<file path="src/rtl/ahb_pkg.sv">
// Shared AHB slave types: transfer encoding, register offsets and controller states.
// ERR1/ERR2 states exist only when AHB_SLAVE_ERR_RESP_EN is defined.
package ahb_pkg;

    typedef enum logic [1:0] {
        HTRANS_IDLE   = 2'd0,
        HTRANS_BUSY   = 2'd1,
        HTRANS_NONSEQ = 2'd2,
        HTRANS_SEQ    = 2'd3
    } htrans_t;

    localparam logic [2:0] HSIZE_BYTE = 3'd0;

    localparam logic [7:0] OFF_PAYLOAD_0 = 8'h00;
    localparam logic [7:0] OFF_PAYLOAD_1 = 8'h01;
    localparam logic [7:0] OFF_DATA_SIZE = 8'h02;

    typedef enum logic [2:0] {
        ST_IDLE = 3'd0,
        ST_WAIT = 3'd1,
`ifdef AHB_SLAVE_ERR_RESP_EN
        ST_ERR1 = 3'd3,
        ST_ERR2 = 3'd4,
`endif
        ST_DATA = 3'd2
    } slv_state_t;

endpackage

</file>
<file path="src/rtl/ahb_wait_counter.sv">
// 3-bit loadable down-counter; done is high while the count is zero.
module ahb_wait_counter (
    input  logic       clk,
    input  logic       rst,
    input  logic       load,
    input  logic [2:0] load_val,
    input  logic       dec,
    output logic       done
);

    logic [2:0] count_reg;

    // Saturates at zero so a stray decrement cannot wrap into a long stall.
    always_ff @(posedge clk or posedge rst) begin
        if (rst) begin
            count_reg <= 3'd0;
        end else if (load) begin
            count_reg <= load_val;
        end else if (dec && (count_reg != 3'd0)) begin
            count_reg <= count_reg - 3'd1;
        end
    end

    assign done = (count_reg == 3'd0);

endmodule

</file>
<file path="src/rtl/ahb_slave_ctrl.sv">
// AHB-Lite slave control: address-phase capture, offset decode, wait states and strobes.
// Define AHB_SLAVE_ERR_RESP_EN to answer illegal transfers with a two-cycle ERROR response.
module ahb_slave_ctrl
    import ahb_pkg::*;
#(
    parameter int ADDR_W      = 8,
    parameter int WAIT_CYCLES = 0
) (
    input  logic              hclk,
    input  logic              hreset,
    input  logic              hsel_x,
    input  logic [ADDR_W-1:0] haddr,
    input  logic              hwrite,
    input  logic [1:0]        htrans,
    input  logic [2:0]        hsize,
    input  logic              hready,
    output logic              hreadyout,
    output logic              hresp,
    output logic [1:0]        write_select,
    output logic              wr_en,
    output logic              rd_en
);

    localparam logic [2:0] WAIT_LOAD = (WAIT_CYCLES > 0) ? 3'(WAIT_CYCLES - 1) : 3'd0;

    slv_state_t state_reg, state_next;
    logic [1:0] sel_reg, sel_next;
    logic       write_reg, write_next;
    logic       legal_reg, legal_next;
    logic       hreadyout_reg, hreadyout_next;
    logic       wr_en_reg, wr_en_next;
    logic       rd_en_reg, rd_en_next;
    logic [1:0] write_select_reg, write_select_next;

    htrans_t    trans;
    logic       accept;
    logic       mapped;
    logic [1:0] index_in;
    logic       legal_in;
    logic       wait_load;
    logic       wait_done;

    assign trans  = htrans_t'(htrans);
    assign accept = hsel_x && hready && ((trans == HTRANS_NONSEQ) || (trans == HTRANS_SEQ));

    always_comb begin
        mapped   = 1'b1;
        index_in = 2'd0;
        if (haddr == ADDR_W'(OFF_PAYLOAD_0)) begin
            index_in = 2'd0;
        end else if (haddr == ADDR_W'(OFF_PAYLOAD_1)) begin
            index_in = 2'd1;
        end else if (haddr == ADDR_W'(OFF_DATA_SIZE)) begin
            index_in = 2'd2;
        end else begin
            mapped = 1'b0;
        end
    end

    assign legal_in = mapped && (hsize == HSIZE_BYTE);

    ahb_wait_counter u_wait_counter (
        .clk      (hclk),
        .rst      (hreset),
        .load     (wait_load),
        .load_val (WAIT_LOAD),
        .dec      (state_reg == ST_WAIT),
        .done     (wait_done)
    );

    always_comb begin
        state_next = state_reg;
        sel_next   = sel_reg;
        write_next = write_reg;
        legal_next = legal_reg;
        wait_load  = 1'b0;
        case (state_reg)
            ST_WAIT: begin
                if (wait_done) state_next = ST_DATA;
            end
`ifdef AHB_SLAVE_ERR_RESP_EN
            ST_ERR1: begin
                state_next = ST_ERR2;
            end
`endif
            // IDLE, DATA and ERR2 all take a new address phase the same way.
            default: begin
                state_next = ST_IDLE;
                if (accept) begin
                    sel_next   = index_in;
                    write_next = hwrite;
                    legal_next = legal_in;
`ifdef AHB_SLAVE_ERR_RESP_EN
                    if (!legal_in) begin
                        state_next = ST_ERR1;
                    end else
`endif
                    if (WAIT_CYCLES > 0) begin
                        state_next = ST_WAIT;
                        wait_load  = 1'b1;
                    end else begin
                        state_next = ST_DATA;
                    end
                end
            end
        endcase
    end

    // Outputs are decoded from the next state so they leave straight from flops.
    always_comb begin
        hreadyout_next    = 1'b1;
        wr_en_next        = 1'b0;
        rd_en_next        = 1'b0;
        write_select_next = 2'd0;
        case (state_next)
            ST_WAIT: hreadyout_next = 1'b0;
            ST_DATA: begin
                wr_en_next        = legal_next && write_next;
                rd_en_next        = legal_next && !write_next;
                write_select_next = legal_next ? sel_next : 2'd0;
            end
`ifdef AHB_SLAVE_ERR_RESP_EN
            ST_ERR1: hreadyout_next = 1'b0;
`endif
            default: ;
        endcase
    end

    always_ff @(posedge hclk or posedge hreset) begin
        if (hreset) begin
            state_reg        <= ST_IDLE;
            sel_reg          <= 2'd0;
            write_reg        <= 1'b0;
            legal_reg        <= 1'b0;
            hreadyout_reg    <= 1'b1;
            wr_en_reg        <= 1'b0;
            rd_en_reg        <= 1'b0;
            write_select_reg <= 2'd0;
        end else begin
            state_reg        <= state_next;
            sel_reg          <= sel_next;
            write_reg        <= write_next;
            legal_reg        <= legal_next;
            hreadyout_reg    <= hreadyout_next;
            wr_en_reg        <= wr_en_next;
            rd_en_reg        <= rd_en_next;
            write_select_reg <= write_select_next;
        end
    end

`ifdef AHB_SLAVE_ERR_RESP_EN
    logic hresp_reg;

    always_ff @(posedge hclk or posedge hreset) begin
        if (hreset) begin
            hresp_reg <= 1'b0;
        end else begin
            hresp_reg <= (state_next == ST_ERR1) || (state_next == ST_ERR2);
        end
    end

    assign hresp = hresp_reg;
`else
    assign hresp = 1'b0;
`endif

    assign hreadyout    = hreadyout_reg;
    assign wr_en        = wr_en_reg;
    assign rd_en        = rd_en_reg;
    assign write_select = write_select_reg;

endmodule

</file>
<file path="config.mk">
export PLATFORM = sky130hd
export DESIGN_NAME = ahb_slave_ctrl
export DESIGN_NICKNAME = d
export VERILOG_FILES = /design/src/rtl/ahb_pkg.sv /design/src/rtl/ahb_wait_counter.sv /design/src/rtl/ahb_slave_ctrl.sv
export SDC_FILE = /design/constraint.sdc
export NUM_CORES = 1
export LEC_CHECK = 0
export ABC_CLOCK_PERIOD_IN_PS = 2840
export CAP_MARGIN = 20
export CORE_AREA = 2 2 39 41
export DETAILED_ROUTE_END_ITERATION = 8
export DIE_AREA = 0 0 41 43
export DONT_BUFFER_PORTS = 1
export PLACE_DENSITY = 0.73
export RECOVER_POWER = 25
export SLEW_MARGIN = 10
export SYNTH_ARGS = -nofsm -noshare
export SYNTH_HDL_FRONTEND = slang
export SYNTH_HIERARCHICAL = 1
export SYNTH_SLANG_ARGS = --single-unit
</file>
<file path="constraint.sdc">
create_clock -name hclk -period 2.84 [get_ports hclk]
set_clock_uncertainty 0.05 [all_clocks]
set_input_delay 0.568 -clock hclk [delete_from_list [all_inputs] [get_ports hclk]]
set_output_delay 0.568 -clock hclk [all_outputs]
set_load 0.005 [all_outputs]
</file>
## Yosys cells after proc, flatten, opt, wreduce, memory -nomap -nowiden

Cells that the tools add are included.

| cells by class | value |
|---|---|
| $add $sub $neg | 1 |
| reduce and logical (&&, ||, !) cells | 12 |
| multiplexer cells | 20 |
| eq/ne operators | 7 |

Operator list:

| cell | count |
|---|---|
| $mux 2 | 8 |
| $mux 1 | 10 |
| $eq 8x1->1 const B | 1 |
| $eq 8x2->1 const B | 1 |
| $logic_not 8->1 | 1 |
| $eq 3x1->1 const B | 2 |
| $logic_and 1x1->1 | 6 |
| $logic_not 3->1 | 2 |
| $mux 3 | 2 |
| $eq 2x2->1 const B | 2 |
| $eq 3x2->1 const B | 1 |
| $reduce_bool 3->1 | 1 |
| $sub 3x1->3 const B | 1 |
| $logic_not 1->1 | 1 |
| $logic_or 1x1->1 | 1 |

| storage, ports and cells | value |
|---|---|
| logic and storage cells | 49 |
| input bits | 18 |
| bits in registers | 15 |
| output and inout bits | 6 |

## Depth between registers and ports, before layout

Gate-level depths: netlist (run 1).

| depth | value |
|---|---|
| depth after elaboration | 9 |
| gate-level depth with buffers | 5 |
| mapped depth without buffers | 5 |

## Modules after synthesis

Netlist (run 1), hierarchy kept.

Modules (own cells, without submodules):

| module | sequential area each (µm²) | cells each | times used | area an instance (µm²) |
|---|---|---|---|---|
| ahb_slave_ctrl | 301.5 | 47 | 1 | 570.5 |
| ahb_wait_counter | 75.1 | 20 | 1 | 193.9 |

## Least setup slack after synthesis (run 1)

Ideal clock, no wire load.

| path | value |
|---|---|
| kind | register to register |
| start point | reg u_wait_counter.count_reg[0] |
| end point | reg u_wait_counter.count_reg[2] |
| stages on the path, launching flop included | 6 |
| setup slack | 1327 ps |
| period minus slack after synthesis | 1513 ps |
| data required time | 2674 ps |
| arrival time | 1347 ps |
| path buffers | 0 |
| setup time | 116 ps |
| cell sequence | dfrtp_1 > inv_1 > ha_1 > ha_1 > or4b_1 > o311ai_0 |

| on the way | value |
|---|---|
| word-level cells in the longest chain between the ends | 2 |
| elaborated cells on any way between the ends | 3 |
| classes of those cells | add/sub: 1; reduce/logical: 2 |

Ends and longest elaborated chain:

| item | RTL line | RTL |
|---|---|---|
| start: declaration | ahb_wait_counter.sv:11 | `logic [2:0] count_reg;` |
| start signal: assignment | ahb_wait_counter.sv:18 | `count_reg <= load_val;` |
| start signal: assignment | ahb_wait_counter.sv:20 | `count_reg <= count_reg - 3'd1;` |
| parallel branches: the longest is 2 deep, another holds $sub 3x1->3 | -- |  |

Several ways; the timed one is not identified.
A chain may end at the register's enable or synchronous reset.

## Worst setup path in the final report (run 1)

Ends and elaborated chain as after synthesis.

==> results of run 1 <==
## cell usage after synthesis, types with 2 or more instances
cell and instances:
dfrtp_1 14, ha_1 2, inv_1 10, nand2_1 6, nand2b_1 3, nand3_1 2
o21ai_0 6, o31ai_1 2, o32ai_1 2, o32ai_2 2, or4b_1 3
## cells by family after synthesis
kind of cell / Yosys count
compound gates: 16
fa+ha+maj: 2
buf+inv: 12
flops: 15
other cells: 1
simple gates: 21
## power groups by stage
stage | Clock (uW) | Sequential, uW | Combinational [uW]
finish | 116 | 225 | 32.1
global route | 131 | 226 | 38.8
CTS | 121 | 226 | 32.6
detailed placement | 0 | 230 | 31.4
global placement | 0 | 229 | 30.0
floorplan | 0 | 228 | 28.0
## path summary, 6_finish.rpt
path,end,slack (ns),cells after the start
worst min-delay path,write_select[1],0.12,1
worst max register to register,u_wait_counter/count_reg[2],1.19,5
worst max-delay path,u_wait_counter/count_reg[2],1.19,5
min in group hclk,rd_en,0.35,1
worst min register to register,rd_en,0.44,1
max in group asynchronous,u_wait_counter/count_reg[2],2.08,2
## routing by layer
layer / routed length, um / global-route usage [%]
met1: 485 / 22.22
met2: 614 / 25.94
met3: 57 / 6.806
met4: 33 / 10.00
met5: 0 / 0
## through the flow
| stage | instance area, um2 | util [%] | power (uW) | instances |
|---|---|---|---|---|
| 2_1_floorplan | 813.3 | - | 256.5 | 80 |
| 3_3_place_gp | 814.5 | 58.86 | 259.2 | 94 |
| 3_5_place_dp | 814.5 | 58.86 | 261.2 | 94 |
| 4_1_cts | 850.8 | 61.48 | 378.8 | 99 |
| 5_1_grt | 850.8 | 61.48 | 395.9 | 99 |
| 6_report | 850.8 | 61.48 | 374.1 | 99 |
## final cells by class
type	instances	area, um2	share of cell area, %
Inverter	10	37.54	4.412
Clock buffer	4	26.28	3.088
Multi-Input combinational cell	53	380.4	44.71
Sequential cell	15	376.6	44.26
Tap cell	16	20.02	2.353
Timing Repair Buffer	1	10.01	1.176
## repair_timing
item / CTS / global route
hold buffers: 1 / 0
gates resized for setup: 0 / 0
endpoints found under the hold margin: 3 / 0
==> impl_summary.txt, run 1 <==
----------------------------------------------------
[STA]
  Final worst-path cycle share ... between 50 and 60%
  Unrepaired setup endpoints after global routing ... false
  Count of final max-slew check failures ... 0
  Final Hold Viols ... 0
  Setup Total Neg Slack ... 0 ns
  Max Freq ... between 0.6 and 0.7 GHz
  Worst setup slack after layout ... between 1 and 1.5 ns
  Final hold slack ... 0.1181 ns
  Setup Viol. Count Final ... 0
  Final critical delay including setup and external delays ... between 1.5 and 2 ns

[Yosys]
  Post-synthesis compound-gate area fraction ... 19.31%
  Area share of the largest cell type after synthesis ... roughly 46%
  Synth top area cells ... dfrtp_1 46%, inv_1 4.9%, o32ai_2 4.3%
  Post-synth EDFFs ... 0
  Synth Area in XOR/XNOR ... 0%
  Cell type with the largest total area after synthesis ... dfrtp_1
  Cell variety after synth ... 26
  Mapped Avg Cell Area ... between 10 and 15 um2
  Predominant post-synthesis flop cell ... dfrtp_1
  Async set-reset flop share out of synthesis ... 100.0%
  Gate Count Post-Synth ... between 60 and 70
  Post-synthesis share of cell area spent on and, or, nand and nor gates ... between 20% and 30%
  Mux cell area share after synthesis ... 0%
  Share of synthesized cell area in full adder, half adder and majority cells ... about 3.3%
  Netlist area before placement ... 764.5 um2
  Sequential area share after synthesis ... between 40 and 50%
  Dominant combinational cell family by area after synthesis ... simple AND/OR/NAND/NOR gates
  Yosys reg bits ... 15
  Yosys warning total ... 6

[Die]
  Floorplan Core Area ... between 1000 and 1500 um2
  Vertical extent of the die ... 43 um
  Initial Utilization ... a little under three fifths
  Die area ... 1763 um2
  Die Span X ... approximately 40 um
  I/O pin cnt ... 24
  Number of placement rows ... 14

[Placed design]
  Pre-CTS setup slack ... between 1 and 1.5 ns
  HPWL after DPL ... roughly 940 um
  Buffers on Ports ... 0
  Final GP Congestion ... around 0.64

[Setup path]
  Series of cell instances along the critical path ... inv_1 > ha_1 > ha_1 > or4b_1 > o311ai_0
  Largest delay share family, worst path ... simple AND/OR/NAND/NOR gates
  Kind of end point of the critical path ... flop
  CP Data Required Time ... slightly below 3 ns
  Worst path arrival time ... between 1.5 and 2 ns
  Timing startpoint of the critical path ... u_wait_counter/count_reg[0]
  Buffering stage count on the worst path with inverters included ... 1
  Slowest cell delay on critical path ... 0.52 ns
  Maximum fanout along the worst path ... 7
  Most Frequent Cell on Critical Path ... ha_1
  Crit path kind ... flop to flop
  CP max-delay cell ... or4b_1
  Startpoint of the worst register-to-register path ... u_wait_counter/count_reg[0]
  Startpoint class of the critical path ... flop

[Drt]
  Overall routed net length ... roughly 1200 um
  Violation count after the first detailed-route iteration ... 3
  Via count ... 510
  Drc violations ... 0
  Detailed-routing iteration count for the pre-antenna-repair pass ... 2
  Average vias per placed instance ... 5.152
  Average wire per cell in the routed design ... ~12 um
  Antenna Violating Nets Remaining ... 0

[Power]
  Comb power frac ... approximately 8.6%
  Switching share of power ... between 20% and 30%
  Power share of the clock group ... approximately 31%
  Cell internal power dissipation ... between 200 and 300 uW
  Sequential fraction of design power ... between 60% and 70%
  Worst-case vdd ir drop ... a little under 0.3 mV
  Pwr dens ... around 440 nW/um2
  Switching power summed over all nets ... between 80 and 90 uW
  Leakage power of the design ... 0.0003711 uW

[Status]
  Status ... finished, final reports clean

[Finish]
  Commonest cells after routing, fill and taps aside ... 14 x conb_1, 14 x dfrtp_1, 10 x inv_1, 6 x nand2_1, 6 x o21ai_0
  Count of filler cells inserted in the layout ... about 120
  Count of antenna diodes in the layout ... 0
  Proportion of layout cells with a drive suffix above 1 ... about an eighth
  Relative area change from synthesis to final layout ... 11.29%
  Nets@finish ... 104

[CTS]
  Clock latency on the worst-skew pair ... between 0.2 and 0.3 ns
  Clock transition at the registers of the reported paths ... about 0.08 ns
  Number of buffers created by CTS ... 3
  Post-CTS repair timing setup buffer count ... 0
  CTS tree ... yes
  Max Buffers Root-to-Sink ... 2
  Buffer cell driving the clock tree root ... clkbuf_4
  Max H-tree Level ... 1
  Sink count of the clock tree ... 15

[GRT]
  GRT Total Usage ... between 15 and 20%
  Vias in the first global route ... between 400 and 500
  Antenna violations before repair ... 0
  First-pass GRT wire length ... a little over 2000 um
  GR Overflow Total ... 0
  Maximum number of pins on one net before global-route repair ... 13

[Flow run]
  Max-cap check violation count ... 0

[Worst hold path]
  Type of the worst min-delay path ... input pin to async pin

----------------------------------------------------
(Power assumes the default switching activity.)
==> inputs of run 2 (changes only) <==
Settings changed: ABC_CLOCK_PERIOD_IN_PS 2840 to 1400, CORE_AREA 2 2 39 41 to unset, CORE_MARGIN set to 2, CORE_UTILIZATION set to 53, DIE_AREA 0 0 41 43 to unset, PLACE_DENSITY 0.73 to 0.71.
Clock period 2.84 ns to 1.4 ns, I/O delays scaled along.
==> run 2 against run 1 <==
Compared with the run above: the run now ends with negative setup slack left; setup slack worse by 1.3 ns; die area about the same; final cell count increased by 5.1%; register-to-register slack got worse by 1.3 ns; sequential share of layout area down 4.4 points; combinational power grew to 3.4 times the previous value; via count increased by 6.5%; critical path type unchanged; largest cell class unchanged; largest power group unchanged; highest routed layer unchanged.
==> impl_summary.txt, run 2 (synthesis results as in run 1) <==
----------------------------------------------------
[Setup path]
  Slack of the worst reg-to-reg path ... -0.12 ns (-1.31 ns)
  Crit path kind ... flop to flop
  Buffering stage count on the worst path with inverters included ... 1 (unchanged)
  Capture instance of the worst register-to-register path ... u_wait_counter/count_reg[2]
  Slowest cell delay on critical path ... 0.48 ns (-0.04 ns)
  Startpoint of the worst register-to-register path ... u_wait_counter/count_reg[0]
  Maximum fanout along the worst path ... 2 (-5)
  CP max-delay cell ... or4b_4
  Timing startpoint of the critical path ... u_wait_counter/count_reg[0]
  Largest delay share family, worst path ... simple AND/OR/NAND/NOR gates
  CP Data Required Time ... 1.54 ns (-1.42 ns)
  Series of cell instances along the critical path ... inv_1 > ha_2 > ha_4 > or4b_4 > o311ai_2
  Depth of the most critical reg-to-reg path ... 5 (unchanged)
  Kind of end point of the critical path ... flop
  Startpoint class of the critical path ... flop
  Worst path arrival time ... 1.66 ns (-0.11 ns)

[Placed design]
  Final GP Congestion ... 0.7618 (+19%)
  HPWL after DPL ... 917.4 um (-2.1%)
  Buffers on Ports ... 0 (unchanged)
  Placed Instance Area ... 858.3 um2 (+5.4%)

[CTS]
  Clock transition at the registers of the reported paths ... 0.08 ns (about the same)
  Number of buffers created by CTS ... 3 (unchanged)
  CTS tree ... yes
  Clock latency on the worst-skew pair ... 0.28 ns (about the same)
  Max H-tree Level ... 1 (unchanged)
  Buffer cell driving the clock tree root ... clkbuf_4
  Max Buffers Root-to-Sink ... 2 (unchanged)
  Sink count of the clock tree ... 15 (unchanged)

[STA]
  Setup Viol. Count Final ... 3 (+3)
  Count of final max-slew check failures ... 0 (unchanged)
  Max Freq ... 0.6574 GHz (+8.7%)
  Final critical delay including setup and external delays ... 1.521 ns (-0.1318 ns)
  Unrepaired setup endpoints after global routing ... true
  Worst setup slack after layout ... -0.1212 ns (-1.308 ns)
  Final Hold Viols ... 0 (unchanged)
  Final worst-path cycle share ... 108.7% (+50 points)

[Die]
  Die area ... 1762 um2 (about the same)
  Floorplan Core Area ... 1318 um2 (-4.8%)
  Number of placement rows ... 13 (-1)
  Initial Utilization ... 58.02% (+2.8 points)
  I/O pin cnt ... 24 (unchanged)
  Vertical extent of the die ... 41.98 um (-2.4%)
  Die Span X ... 41.98 um (+2.4%)

[Power]
  Leakage power of the design ... 0.0004102 uW (+11%)
  Comb power frac ... 13.4% (+4.8 points)
  Total Power Consumption ... 809.7 uW (+120%)
  Cell internal power dissipation ... 612.1 uW (+110%)
  Pwr dens ... 856.0 nW/um2 (+95%)
  Switching power summed over all nets ... 197.5 uW (+130%)
  Worst-case vdd ir drop ... 0.6230 mV (+120%)
  Power share of the clock group ... 30.2% (-0.9 points)
  Switching share of power ... 24.39% (+1.4 points)
  Sequential fraction of design power ... 56.4% (-3.9 points)

[Drt]
  Drc violations ... 0 (unchanged)
  Violation count after the first detailed-route iteration ... 17 (+14)
  Average wire per cell in the routed design ... 13.07 um (+8.5%)
  Antenna Violating Nets Remaining ... 0 (unchanged)
  Detailed-routing iteration count for the pre-antenna-repair pass ... 5 (+3)
  Via count ... 543 (+6.5%)
  Overall routed net length ... 1359 um (+14%)
  Average vias per placed instance ... 5.221 (+1.4%)

[Finish]
  Count of antenna diodes in the layout ... 0 (unchanged)
  Post-layout utilization of the core ... 71.79% (+10 points)
  Commonest cells after routing, fill and taps aside ... 14 x conb_1, 14 x dfrtp_1, 9 x inv_1, 6 x nand2_1, 6 x o21ai_0
  Storage cell area ... 376.6 um2 (unchanged)
  Count of filler cells inserted in the layout ... 101 (-13%)
  Area of combinational cells with multiple inputs ... 427.9 um2 (+12%)
  Nets@finish ... 110 (+5.8%)
  Final design area excluding fillers ... 945.9 um2 (+11%)
  Proportion of layout cells with a drive suffix above 1 ... 29.21% (+17 points)
  Relative area change from synthesis to final layout ... 23.73%

[GRT]
  First-pass GRT wire length ... 2277 um (+10%)
  GRT Total Usage ... 17.32% (-0.67 points)
  GR Overflow Total ... 0 (unchanged)
  Maximum number of pins on one net before global-route repair ... 13 (unchanged)
  Antenna violations before repair ... 0 (unchanged)
  Vias in the first global route ... 529 (+14%)

[Status]
  Status ... finished, violations left
  Violated checks ... negative setup slack

[Worst hold path]
  Number of instances on the worst hold path ... 1
  Type of the worst min-delay path ... input pin to flop
  Terminating pin of the worst hold path ... rd_en
  Worst Hold Launch ... hwrite

[Flow run]
  Max-cap check violation count ... 0 (unchanged)

----------------------------------------------------
[run 2: repair_timing]
item,in CTS,in global routing
endpoints found under the setup margin,3,12
pin swaps,5,4
gates resized for setup,1,8
setup buffers,1,1
hold buffers,1,0
hold endpoints to repair,14,0
cloned,0,0
[run 2: power by group through the flow]
stage	Clock, uW	Sequential [uW]	Combinational (uW)
global route	273	459	123
CTS	247	457	90.5
floorplan	0	463	65.0
global placement	0	464	80.3
detailed placement	0	465	82.4
finish	244	457	109
[run 2: how the worst max path moves through the flow]
| stage | slack, ns | to | depth (start not counted) |
|---|---|---|---|
| 4_1_cts | -0.12 | u_wait_counter/count_reg[2] | 5 |
| 3_3_place_gp | -0.17 | u_wait_counter/count_reg[2] | 5 |
| 2_1_floorplan | -0.04 | u_wait_counter/count_reg[2] | 5 |
| 3_5_place_dp | -0.18 | u_wait_counter/count_reg[2] | 5 |
| 5_1_grt | -0.17 | u_wait_counter/count_reg[2] | 5 |
| 6_report | -0.12 | u_wait_counter/count_reg[2] | 5 |
[run 2: metrics by stage]
step	instances	worst slack (ns)	TNS, ns	hold WS, ns
CTS	103	-0.1209	-0.2800	0.05288
finish	104	-0.1212	-0.3148	0.05438
global placement	97	-0.1690	-0.2349	-0.003069
floorplan	80	-0.03786	-0.03786	-0.01636
detailed placement	97	-0.1804	-0.2992	-0.005291
global route	104	-0.1725	-0.5409	0.03562
[run 2: routing by layer]
metal | up-vias | global-route usage [%] | wire (um)
li1 | 270 | - | -
met1 | 246 | 21.94 | 616
met2 | 24 | 25.94 | 635
met3 | 3 | 4.310 | 78
met4 | 0 | 11.61 | 29
met5 | - | 0 | 0
[run 2: layout make-up]
class | instances | area share, %
multi-input cells | 53 | 45.24
inverters | 10 | 3.968
repair buffers | 7 | 6.217
well taps | 15 | 1.984
flip-flops and latches | 15 | 39.81
clock buffers | 4 | 2.778
==> inputs of run 3 (changes only) <==
==> constraint.sdc (replaced) <==
create_clock -name hclk -period 1.4 [get_ports hclk]
set_clock_uncertainty 0.05 [all_clocks]
set_input_delay 0.21 -clock hclk [delete_from_list [all_inputs] [get_ports hclk]]
set_output_delay 0.21 -clock hclk [all_outputs]
set_load 0.005 [all_outputs]
==> run 3 against run 2 <==
Compared with the run above: clock power is 2% lower; sequential share of layout area down 2.1 points; hold slack improved by 0.012 ns; combinational power about the same; die area stayed put; utilization grew 4.1 points; sequential power is essentially flat; register-to-register slack hardly changed; flip-flop and latch count unchanged; first-iteration DRC count fell by 88%; the run still ends with negative setup slack left; design area increased by 5.7%; global-route usage shrank 0.71 points.
==> impl_summary.txt, run 3 (synthesis results as in run 1) <==
----------------------------------------------------
[Setup path]
  Series of cell instances along the critical path ... inv_1 > ha_2 > ha_4 > or4b_4 > o311ai_4
  Worst path depth ... 5 (unchanged)
  CP max-delay cell ... or4b_4
  Slowest cell delay on critical path ... 0.49 ns (about the same)
  Worst path arrival time ... 1.66 ns (about the same)
  Critical path capture point ... u_wait_counter/count_reg[2]
  Slack of the worst reg-to-reg path ... -0.13 ns (about the same)
  Kind of end point of the critical path ... flop
  Capture instance of the worst register-to-register path ... u_wait_counter/count_reg[2]
  Crit path kind ... flop to flop
  Buffering stage count on the worst path with inverters included ... 1 (unchanged)
  Maximum fanout along the worst path ... 2 (unchanged)
  Depth of the most critical reg-to-reg path ... 5 (unchanged)
  CP Data Required Time ... 1.53 ns (about the same)
  Largest delay share family, worst path ... simple AND/OR/NAND/NOR gates
  Startpoint class of the critical path ... flop
  Timing startpoint of the critical path ... u_wait_counter/count_reg[0]
  Startpoint of the worst register-to-register path ... u_wait_counter/count_reg[0]

[CTS]
  Number of buffers created by CTS ... 3 (unchanged)
  Max H-tree Level ... 1 (unchanged)
  Clock latency on the worst-skew pair ... 0.28 ns (about the same)
  Sink count of the clock tree ... 15 (unchanged)
  Max Buffers Root-to-Sink ... 2 (unchanged)
  CTS tree ... yes
  Clock transition at the registers of the reported paths ... 0.09 ns (about the same)
  Buffer cell driving the clock tree root ... clkbuf_4

[Die]
  Floorplan Core Area ... 1318 um2 (unchanged)
  Number of placement rows ... 13 (unchanged)
  I/O pin cnt ... 24 (unchanged)
  Vertical extent of the die ... 41.98 um (unchanged)
  Die Span X ... 41.98 um (unchanged)
  Initial Utilization ... 58.02% (unchanged)
  Die area ... 1762 um2 (unchanged)

[Finish]
  Proportion of layout cells with a drive suffix above 1 ... 30.43% (+1.2 points)
  Nets@finish ... 113 (+2.7%)
  Post-layout utilization of the core ... 75.88% (+4.1 points)
  Count of filler cells inserted in the layout ... 100 (-0.99%)
  Commonest cells after routing, fill and taps aside ... 14 x conb_1, 14 x dfrtp_1, 10 x inv_1, 6 x nand2_1, 6 x o21ai_1
  Count of antenna diodes in the layout ... 0 (unchanged)
  Relative area change from synthesis to final layout ... 30.77%

[STA]
  Max Freq ... 0.6552 GHz (-0.33%)
  Worst setup slack after layout ... -0.1262 ns (-0.005005 ns)
  Setup Viol. Count Final ... 3 (unchanged)
  Setup Total Neg Slack ... -0.2596 ns (+0.05517 ns)
  Final worst-path cycle share ... 109.0% (+0.36 points)
  Unrepaired setup endpoints after global routing ... true
  Final critical delay including setup and external delays ... 1.526 ns (+0.005005 ns)
  Count of final max-slew check failures ... 0 (unchanged)
  Final Hold Viols ... 0 (unchanged)

[Power]
  Power share of the clock group ... 29.6% (-0.6 points)
  Leakage power of the design ... 0.0004255 uW (+3.7%)
  Sequential fraction of design power ... 56.8% (+0.4 points)
  Comb power frac ... 13.6% (+0.2 points)
  Worst-case vdd ir drop ... 0.5205 mV (-16%)
  Pwr dens ... 807.3 nW/um2 (-5.7%)
  Cell internal power dissipation ... 606.8 uW (-0.88%)
  Total Power Consumption ... 807.1 uW (-0.32%)
  Switching share of power ... 24.82% (+0.42 points)
  Switching power summed over all nets ... 200.3 uW (+1.4%)

[Flow run]
  Max-cap check violation count ... 0 (unchanged)

[GRT]
  Maximum number of pins on one net before global-route repair ... 13 (unchanged)
  Vias in the first global route ... 539 (+1.9%)
  First-pass GRT wire length ... 2249 um (-1.2%)
  GR Overflow Total ... 0 (unchanged)
  GRT Total Usage ... 16.61% (-0.71 points)
  Antenna violations before repair ... 0 (unchanged)

[Status]
  Status ... finished, violations left
  Violated checks ... negative setup slack

[Drt]
  Violation count after the first detailed-route iteration ... 2 (-15)
  Antenna Violating Nets Remaining ... 0 (unchanged)
  Via count ... 563 (+3.7%)
  Average wire per cell in the routed design ... 12.27 um (-6.1%)
  Met2 Wirelength ... 609 um (-4.1%)
  Average vias per placed instance ... 5.262 (+0.78%)
  Overall routed net length ... 1313 um (-3.4%)
  Top routing layer in use ... met4
  Drc violations ... 0 (unchanged)
  Detailed-routing iteration count for the pre-antenna-repair pass ... 4 (-1)
  Met3 wirelength from detailed routing ... 73 um (-6.4%)
  Routed metal-1 wirelength ... 614 um (-0.32%)

[Placed design]
  Buffers on Ports ... 0 (unchanged)
  HPWL after DPL ... 901.8 um (-1.7%)
  Final GP Congestion ... 0.7462 (-2.0%)

[Worst hold path]
  Type of the worst min-delay path ... input pin to flop
  Number of instances on the worst hold path ... 2 (+1)

----------------------------------------------------
[run 3: stage by stage]
step / cells / hold WS (ns) / setup WS (ns) / instance area (um2)
global route: 107 / 0.07246 / -0.1736 / 999.7
global placement: 97 / -0.07277 / -0.1661 / 858.3
CTS: 103 / 0.04778 / -0.1340 / 929.6
finish: 107 / 0.06632 / -0.1262 / 999.7
detailed placement: 97 / -0.07501 / -0.1784 / 858.3
floorplan: 80 / -0.08636 / -0.03786 / 828.3
[run 3: timing repair]
action	in CTS	in global routing
hold endpoints to repair	15	0
pin swaps	5	6
endpoints found under the setup margin	3	12
gates resized for setup	4	14
setup buffers	0	3
gates cloned	0	1
hold buffers	2	0
[run 3: worst min-delay path by stage]
stage / start / endpoint / slack, ns
after floorplan: hreset / u_wait_counter/count_reg[0] / -0.09
after CTS: hwrite / wr_en / 0.05
after global placement: hreset / u_wait_counter/count_reg[2] / -0.07
after global routing: hwrite / wr_en / 0.07
final: hwrite / write_reg / 0.07
after detailed placement: hreset / u_wait_counter/count_reg[2] / -0.08
[run 3: power groups by stage]
stage	clock network [uW]	logic, uW	registers (uW)
after global placement	0	80.3	464
after detailed placement	0	82.2	465
after floorplan	0	65.0	463
after CTS	246	97.2	456
final	239	110	458
after global routing	271	128	460
[run 3: area by class of cell]
class | count | area [um2] | share of cell area (%)
Multi-Input combinational cell | 54 | 455.4 | 45.56
Tap cell | 15 | 18.77 | 1.877
Timing Repair Buffer | 9 | 83.83 | 8.385
Clock inverter | 1 | 5.005 | 0.5006
Inverter | 10 | 37.54 | 3.755
Sequential cell | 15 | 376.6 | 37.67
Clock buffer | 3 | 22.52 | 2.253
[run 3: metal layers]
layer | vias up | track usage (%)
li1 | 276 | -
met1 | 262 | 22.28
met2 | 23 | 26.25
met3 | 2 | 2.586
met4 | 0 | 7.742
met5 | - | 0
